$ cat src/rtl/trap_controller.sv
// trap_controller: sequences ecall/ebreak/mret/wfi and machine external interrupts
// for the single-issue RV32I core. A request stalls decode, waits for older
// instructions to drain, then updates trap state and redirects fetch.
//
// Ports:
//   CLK, RESET_N          clock, synchronous active-low reset
//   ISSUE_VALID, PC       decode-stage instruction valid and its PC
//   ECALL/EBREAK/MRET/WFI decoded system-instruction strobes
//   IRQ_PENDING           level-sensitive machine external interrupt
//   PIPE_IDLE             all older instructions have retired
//   MTVEC                 trap vector base (bits [1:0] ignored)
//   MEPC_WE, MEPC_WDATA   CSR write port for MEPC
//   STALL, FLUSH          hold fetch/decode, kill younger instructions
//   PC_REDIRECT, REDIRECT_PC  fetch PC load strobe and target
//   MEPC, MCAUSE, MIE     trap CSR state
//   SLEEPING              core parked in WFI
module trap_controller #(
    parameter int unsigned     XLEN      = 32,
    parameter logic [XLEN-1:0] IRQ_CAUSE = 32'h8000000B
) (
    input  logic            CLK,
    input  logic            RESET_N,
    input  logic            ISSUE_VALID,
    input  logic [XLEN-1:0] PC,
    input  logic            ECALL,
    input  logic            EBREAK,
    input  logic            MRET,
    input  logic            WFI,
    input  logic            IRQ_PENDING,
    input  logic            PIPE_IDLE,
    input  logic [XLEN-1:0] MTVEC,
    input  logic            MEPC_WE,
    input  logic [XLEN-1:0] MEPC_WDATA,
    output logic            STALL,
    output logic            FLUSH,
    output logic            PC_REDIRECT,
    output logic [XLEN-1:0] REDIRECT_PC,
    output logic [XLEN-1:0] MEPC,
    output logic [XLEN-1:0] MCAUSE,
    output logic            MIE,
    output logic            SLEEPING
);

    typedef enum logic [2:0] {
        StIdle, StDrain, StTrap, StReturn, StSleep, StResume
    } state_e;

    typedef enum logic [2:0] {
        KindIrq, KindEbreak, KindEcall, KindMret, KindWfi
    } kind_e;

    state_e          state_q, state_d;
    kind_e           kind_q, kind_d;
    kind_e           req_kind;
    logic [XLEN-1:0] req_cause;
    logic [XLEN-1:0] saved_pc_q, saved_pc_d;
    logic [XLEN-1:0] target_q, target_d;
    logic [XLEN-1:0] cause_q, cause_d;
    logic [XLEN-1:0] mepc_q, mepc_d;
    logic [XLEN-1:0] mcause_q, mcause_d;
    logic            mie_q, mie_d;
    logic            mpie_q, mpie_d;
    logic            irq_req;
    logic            take;
    logic [XLEN-1:0] saved_pc_plus4;
    logic            unused_mtvec_lsbs;

    assign unused_mtvec_lsbs = ^MTVEC[1:0];
    assign saved_pc_plus4    = saved_pc_q + XLEN'(4);
    assign irq_req           = IRQ_PENDING & mie_q;

    // Priority pick among simultaneous strobes: IRQ > EBREAK > ECALL > MRET > WFI.
    always_comb begin
        req_kind  = KindWfi;
        req_cause = '0;
        if (irq_req) begin
            req_kind  = KindIrq;
            req_cause = IRQ_CAUSE;
        end else if (EBREAK) begin
            req_kind  = KindEbreak;
            req_cause = XLEN'(3);
        end else if (ECALL) begin
            req_kind  = KindEcall;
            req_cause = XLEN'(11);
        end else if (MRET) begin
            req_kind = KindMret;
        end
        take = (state_q == StIdle) & ISSUE_VALID & (irq_req | EBREAK | ECALL | MRET | WFI);
    end

    always_comb begin
        state_d     = state_q;
        kind_d      = kind_q;
        saved_pc_d  = saved_pc_q;
        target_d    = target_q;
        cause_d     = cause_q;
        mepc_d      = mepc_q;
        mcause_d    = mcause_q;
        mie_d       = mie_q;
        mpie_d      = mpie_q;
        STALL       = take | (state_q != StIdle);
        FLUSH       = 1'b0;
        PC_REDIRECT = 1'b0;
        REDIRECT_PC = '0;
        SLEEPING    = 1'b0;

        // CSR writes are only accepted before the trap update can collide with them.
        if (MEPC_WE && (state_q == StIdle || state_q == StDrain)) begin
            mepc_d = MEPC_WDATA;
        end

        case (state_q)
            StIdle: begin
                if (take) begin
                    kind_d     = req_kind;
                    saved_pc_d = PC;
                    target_d   = PC;
                    cause_d    = req_cause;
                    state_d    = StDrain;
                end
            end
            StDrain: begin
                if (PIPE_IDLE) begin
                    case (kind_q)
                        KindMret: state_d = StReturn;
                        KindWfi:  state_d = StSleep;
                        default:  state_d = StTrap;
                    endcase
                end
            end
            StTrap: begin
                FLUSH       = 1'b1;
                PC_REDIRECT = 1'b1;
                REDIRECT_PC = {MTVEC[XLEN-1:2], 2'b00};
                mepc_d      = target_q;
                mcause_d    = cause_q;
                mpie_d      = mie_q;
                mie_d       = 1'b0;
                state_d     = StIdle;
            end
            StReturn: begin
                FLUSH       = 1'b1;
                PC_REDIRECT = 1'b1;
                REDIRECT_PC = mepc_q;
                mie_d       = mpie_q;
                mpie_d      = 1'b1;
                state_d     = StIdle;
            end
            StSleep: begin
                SLEEPING = 1'b1;
                if (IRQ_PENDING) begin
                    if (mie_q) begin
                        // Interrupt wakes WFI: trap returns to the instruction after the wfi.
                        target_d = saved_pc_plus4;
                        cause_d  = IRQ_CAUSE;
                        state_d  = StTrap;
                    end else begin
                        state_d = StResume;
                    end
                end
            end
            StResume: begin
                FLUSH       = 1'b1;
                PC_REDIRECT = 1'b1;
                REDIRECT_PC = saved_pc_plus4;
                state_d     = StIdle;
            end
            default: state_d = StIdle;
        endcase
    end

    always_ff @(posedge CLK) begin
        if (!RESET_N) begin
            state_q    <= StIdle;
            kind_q     <= KindIrq;
            saved_pc_q <= '0;
            target_q   <= '0;
            cause_q    <= '0;
            mepc_q     <= '0;
            mcause_q   <= '0;
            mie_q      <= 1'b0;
            mpie_q     <= 1'b0;
        end else begin
            state_q    <= state_d;
            kind_q     <= kind_d;
            saved_pc_q <= saved_pc_d;
            target_q   <= target_d;
            cause_q    <= cause_d;
            mepc_q     <= mepc_d;
            mcause_q   <= mcause_d;
            mie_q      <= mie_d;
            mpie_q     <= mpie_d;
        end
    end

    assign MEPC   = mepc_q;
    assign MCAUSE = mcause_q;
    assign MIE    = mie_q;

endmodule
$ cat config.mk
export PLATFORM = sky130hd
export DESIGN_NAME = trap_controller
export DESIGN_NICKNAME = d
export VERILOG_FILES = /design/src/rtl/trap_controller.sv
export SDC_FILE = /design/constraint.sdc
export NUM_CORES = 1
export LEC_CHECK = 0
export BUFFER_PORTS_ARGS = -buffer_cell sky130_fd_sc_hd__buf_4
export CELL_PAD_IN_SITES_DETAIL_PLACEMENT = 0
export CELL_PAD_IN_SITES_GLOBAL_PLACEMENT = 2
export CORE_ASPECT_RATIO = 1.4
export CORE_MARGIN = 5
export CORE_UTILIZATION = 28
export DETAILED_ROUTE_END_ITERATION = 8
export PLACE_DENSITY_LB_ADDON = 0.1
export SYNTH_ARGS = -nofsm -noshare
export SYNTH_HDL_FRONTEND = slang
export SYNTH_SLANG_ARGS = --single-unit
export TNS_END_PERCENT = 10
$ cat constraint.sdc
create_clock -name CLK -period 2.2 [get_ports CLK]
set_input_delay 0.33 -clock CLK [delete_from_list [all_inputs] [get_ports CLK]]
set_output_delay 0.33 -clock CLK [all_outputs]
set_load 0.005 [all_outputs]
==> results.md <==
- Vias in the first global route: 6376
- All-Layer GR Usage: 0.178
- Gpl congestion: 0.794
- Xor and xnor area share after synthesis: 0.0397
- Worst EP arrival: 2.02 ns
- Via density: slightly above 5
- Post-Synthesis Cells: about 770
- Sequential-to-total area share from yosys stat: 0.370
- Final HPWL DP: 15.5 mm
- Worst-Skew Late Latency: about 0.36 ns
- Largest family of logic cells by synthesized area: compound AO/OA/AOI/OAI gates
- Post-synthesis cell type count: 51
- CTS max path bufs: 2
- RSZ-0062 raised after global routing: true
- First-pass GRT wire length: between 30 and 40 mm
- Die Wd: 133 um
- Cells on Worst Hold Path: 3
- Initial DRT Pass Iterations: 5
- Pins Over Slew Limit: 0
- Dpl cells: 1185
- Fill count: 2200
- H-Tree Depth: 3
- Synth Area in Compound Gates: 0.227
- Nets: 1054
- Startpoint types: register
- Crit Path Class: reg -> out
- Synth Area in Simple Gates: 0.213
- Die Height: 183 um
- Initial Utilization: 0.283
- Num CTS Buffers: 9
- CTS tree: yes
- Die ar.: 0.0243 sq mm
- Pre-CTS setup slack: -0.0440 ns
- Hold Path Sink: saved_pc_q[15]$_SDFFE_PN0P_
- Leakage: 3.46 nW
- Multi-input gate area: 0.00375 sq mm
- CP Max Fanout: 6
- Main flop type after synthesis: dfxtp_1
- Clock-pin slew on the worst setup and hold paths: 0.07 ns
- WL final: 21.9 mm
- Syn-to-layout area delta: 43.7%
- Mapped Avg Cell Area: 7.76 sq um
- CTS Hold Bufs: 0
- Core area: around 0.021 sq mm
- Async S/R FF share, synth: 0
- Tcrit/Tclk final: 1.07
- Post-synthesis mux area share: 0.0557
- Wirelength per Cell: ~18 um
- Core Rows: 63
- Number of synthesized flops with an enable pin: 0
- Relative slew margins: 0.305
- Reg2reg setup slack: 0.18 ns
- Number of remaining DRC errors: 0
- Worst Skew: 0.00606 ns
- Final Setup Violations: 18
- FF-to-FF End: target_q[21]$_SDFFE_PN0P_
- Syn Std Cell Area: 0.00595 sq mm
- Register-to-Register Path Depth: 6
- Max_cap viols: 0
- VDD IR max: ~0.00034 V
- Clk sinks: between 100 and 150
- Antenna-violating nets left: 0
- Via count: about 6k
- Adder-Cell Fraction of Synth Area: 0.00210
- FF+latch area: 0.00224 sq mm
- Worst Tran Pin Value: 1.03 ns
- Top-level port count: about 210
- Port Buffer Count: around 180
- Worst Hold Class: in -> reg
- DR iter-0 viols: roughly 350
- Non-Filler Instances: around 1.2k
- Yosys reg bits: 110
- Failing checks: setup timing
- Clock root buffer: clkbuf_16
- Final WS setup: -0.146 ns
- Initial antenna violation count: 0
- Hold Vio Cnt, Final: 0
- P per Cell Area: 583 mW/mm^2
- Total grt overflow: 0
- Worst Min Path Start: PC[15]
- Worst r2r src: MIE$_SDFFE_PN0P_
- Largest net degree at the start of global routing: 90
- Diodes inserted: 0
- Crit path time final: between 2 and 2.5 ns
- CP endpoint kind: primary output
- Share of cells above drive strength 1: 0.352
- FMAX: 426 MHz
- Crit path required time: between 1.5 and 2 ns
- Status: finished, violations left
- Synth warnings: 0
## area by class of cell
| type | instances | area share |
|---|---|---|
| clock inverter | 4 | 0.00833 |
| clock buffer | 11 | 0.0272 |
| multi-input combinational | 579 | 0.438 |
| tap | 260 | 0.0380 |
| sequential | 110 | 0.261 |
| timing repair buffer | 239 | 0.223 |
| inverter | 8 | 0.00365 |
## registers in the layout (all words and copies together), names as in the netlist
register,count
MCAUSE,3
MEPC,32
MIE,1
cause_q,3
kind_q,3
mpie_q,1
saved_pc_q,32
state_q,3
target_q,32
## synth_stat cells, drive strengths merged, types with 2 or more instances
cell    number  area, sq um
nand2      134          503
dfxtp      110         2200
nor2        59          221
buf         52          343
a21oi       48          240
clkbuf      46          173
o21ai       43          215
a311oi      35          313
o22ai       35          219
mux2i       32          320
nand3       30          155
o211ai      20          150
xnor2       19          166
nand4       17          113
nor3        11         55.1
a22oi        9         67.6
nor4         9         68.8
inv          8         30.0
xor2         8         70.1
and2         4         25.0
and4         4         35.0
a211o        3         26.3
and3         3         18.8
nor2b        3         18.8
o32ai        3         26.3
or3          3         18.8
nand2b       2         12.5
o31ai        2         15.0
## power breakdown
part           leakage, nW  switching, W  internal (W)  total (W)
Combinational         2.40      0.000515      0.000476   0.000991
Sequential           0.915      0.000112       0.00214    0.00225
Clock                0.150      0.000757      0.000993    0.00175
Total                 3.46       0.00138       0.00361    0.00499
## worst max-delay path by stage
stage	start	end	slack, ns	depth (start not counted)
detailed placement	ECALL	target_q[13]$_SDFFE_PN0P_	-0.04	7
floorplan	saved_pc_q[2]$_SDFFE_PN0P_	REDIRECT_PC[26]	0.13	7
global placement	ECALL	target_q[23]$_SDFFE_PN0P_	-0.03	7
global route	saved_pc_q[6]$_SDFFE_PN0P_	REDIRECT_PC[30]	-0.23	8
CTS	saved_pc_q[13]$_SDFFE_PN0P_	REDIRECT_PC[26]	-0.26	8
finish	saved_pc_q[6]$_SDFFE_PN0P_	REDIRECT_PC[30]	-0.15	8
## worst max-delay path, cell delays in order, from the launching register on
cell and delay, ns:
dfxtp_2 0.33, and4_4 0.27, buf_8 0.12, nand3_4 0.12
buf_4 0.18, nor3_4 0.19, xnor2_2 0.12, o22ai_2 0.20
buf_4 0.13
## cell usage in the layout (no fill, tap or decap), types with 6 or more instances in the layout
| cell type | Yosys | final |
|---|---|---|
| a21oi_1 | 48 | 47 |
| a22oi_1 | 9 | 9 |
| a311oi_1 | 34 | 34 |
| buf_4 | 32 | 225 |
| buf_6 | 2 | 7 |
| clkbuf_16 | 0 | 9 |
| conb_1 | 1 | 28 |
| dfxtp_1 | 110 | 88 |
| dfxtp_2 | 0 | 19 |
| inv_1 | 6 | 6 |
| mux2i_1 | 32 | 32 |
| nand2_1 | 134 | 133 |
| nand3_1 | 29 | 26 |
| nand4_1 | 16 | 16 |
| nor2_1 | 59 | 55 |
| nor3_4 | 0 | 6 |
| nor4_4 | 0 | 7 |
| o211ai_1 | 20 | 20 |
| o21ai_0 | 43 | 42 |
| o22ai_1 | 35 | 32 |
| xnor2_2 | 0 | 14 |
| xor2_1 | 8 | 6 |
## timing repair
item,4_1_cts,5_1_grt
hold endpoints to repair,0,0
cloned,1,0
setup buffers,5,5
pin swaps,21,20
setup endpoints to repair,32,39
gates resized for setup,64,38
## metrics by stage
step                area, sq um   util  hold slack, ns  setup TNS (ns)  power (W)
floorplan                  6060      -           0.429               0    0.00280
global placement           7700  0.366           0.441          -0.245    0.00323
detailed placement         7700  0.366           0.449          -0.355    0.00325
CTS                        8330  0.396           0.211           -2.58    0.00504
global route               8560  0.407           0.232           -3.36    0.00525
finish                     8560  0.407           0.222           -1.31    0.00499
## cell families after synthesis
kind of cell,Yosys count
buf+inv,106
fa+ha+maj,1
other cells,1
xor+xnor,27
mux,33
compound gates,207
flops,110
simple gates,282
## layer usage
layer	track usage	part of all wire
met5	0	0
met4	0.0469	0.014
met3	0.0314	0.054
met2	0.315	0.50
met1	0.222	0.43
No activity file was read; power rests on OpenSTA's default activity.
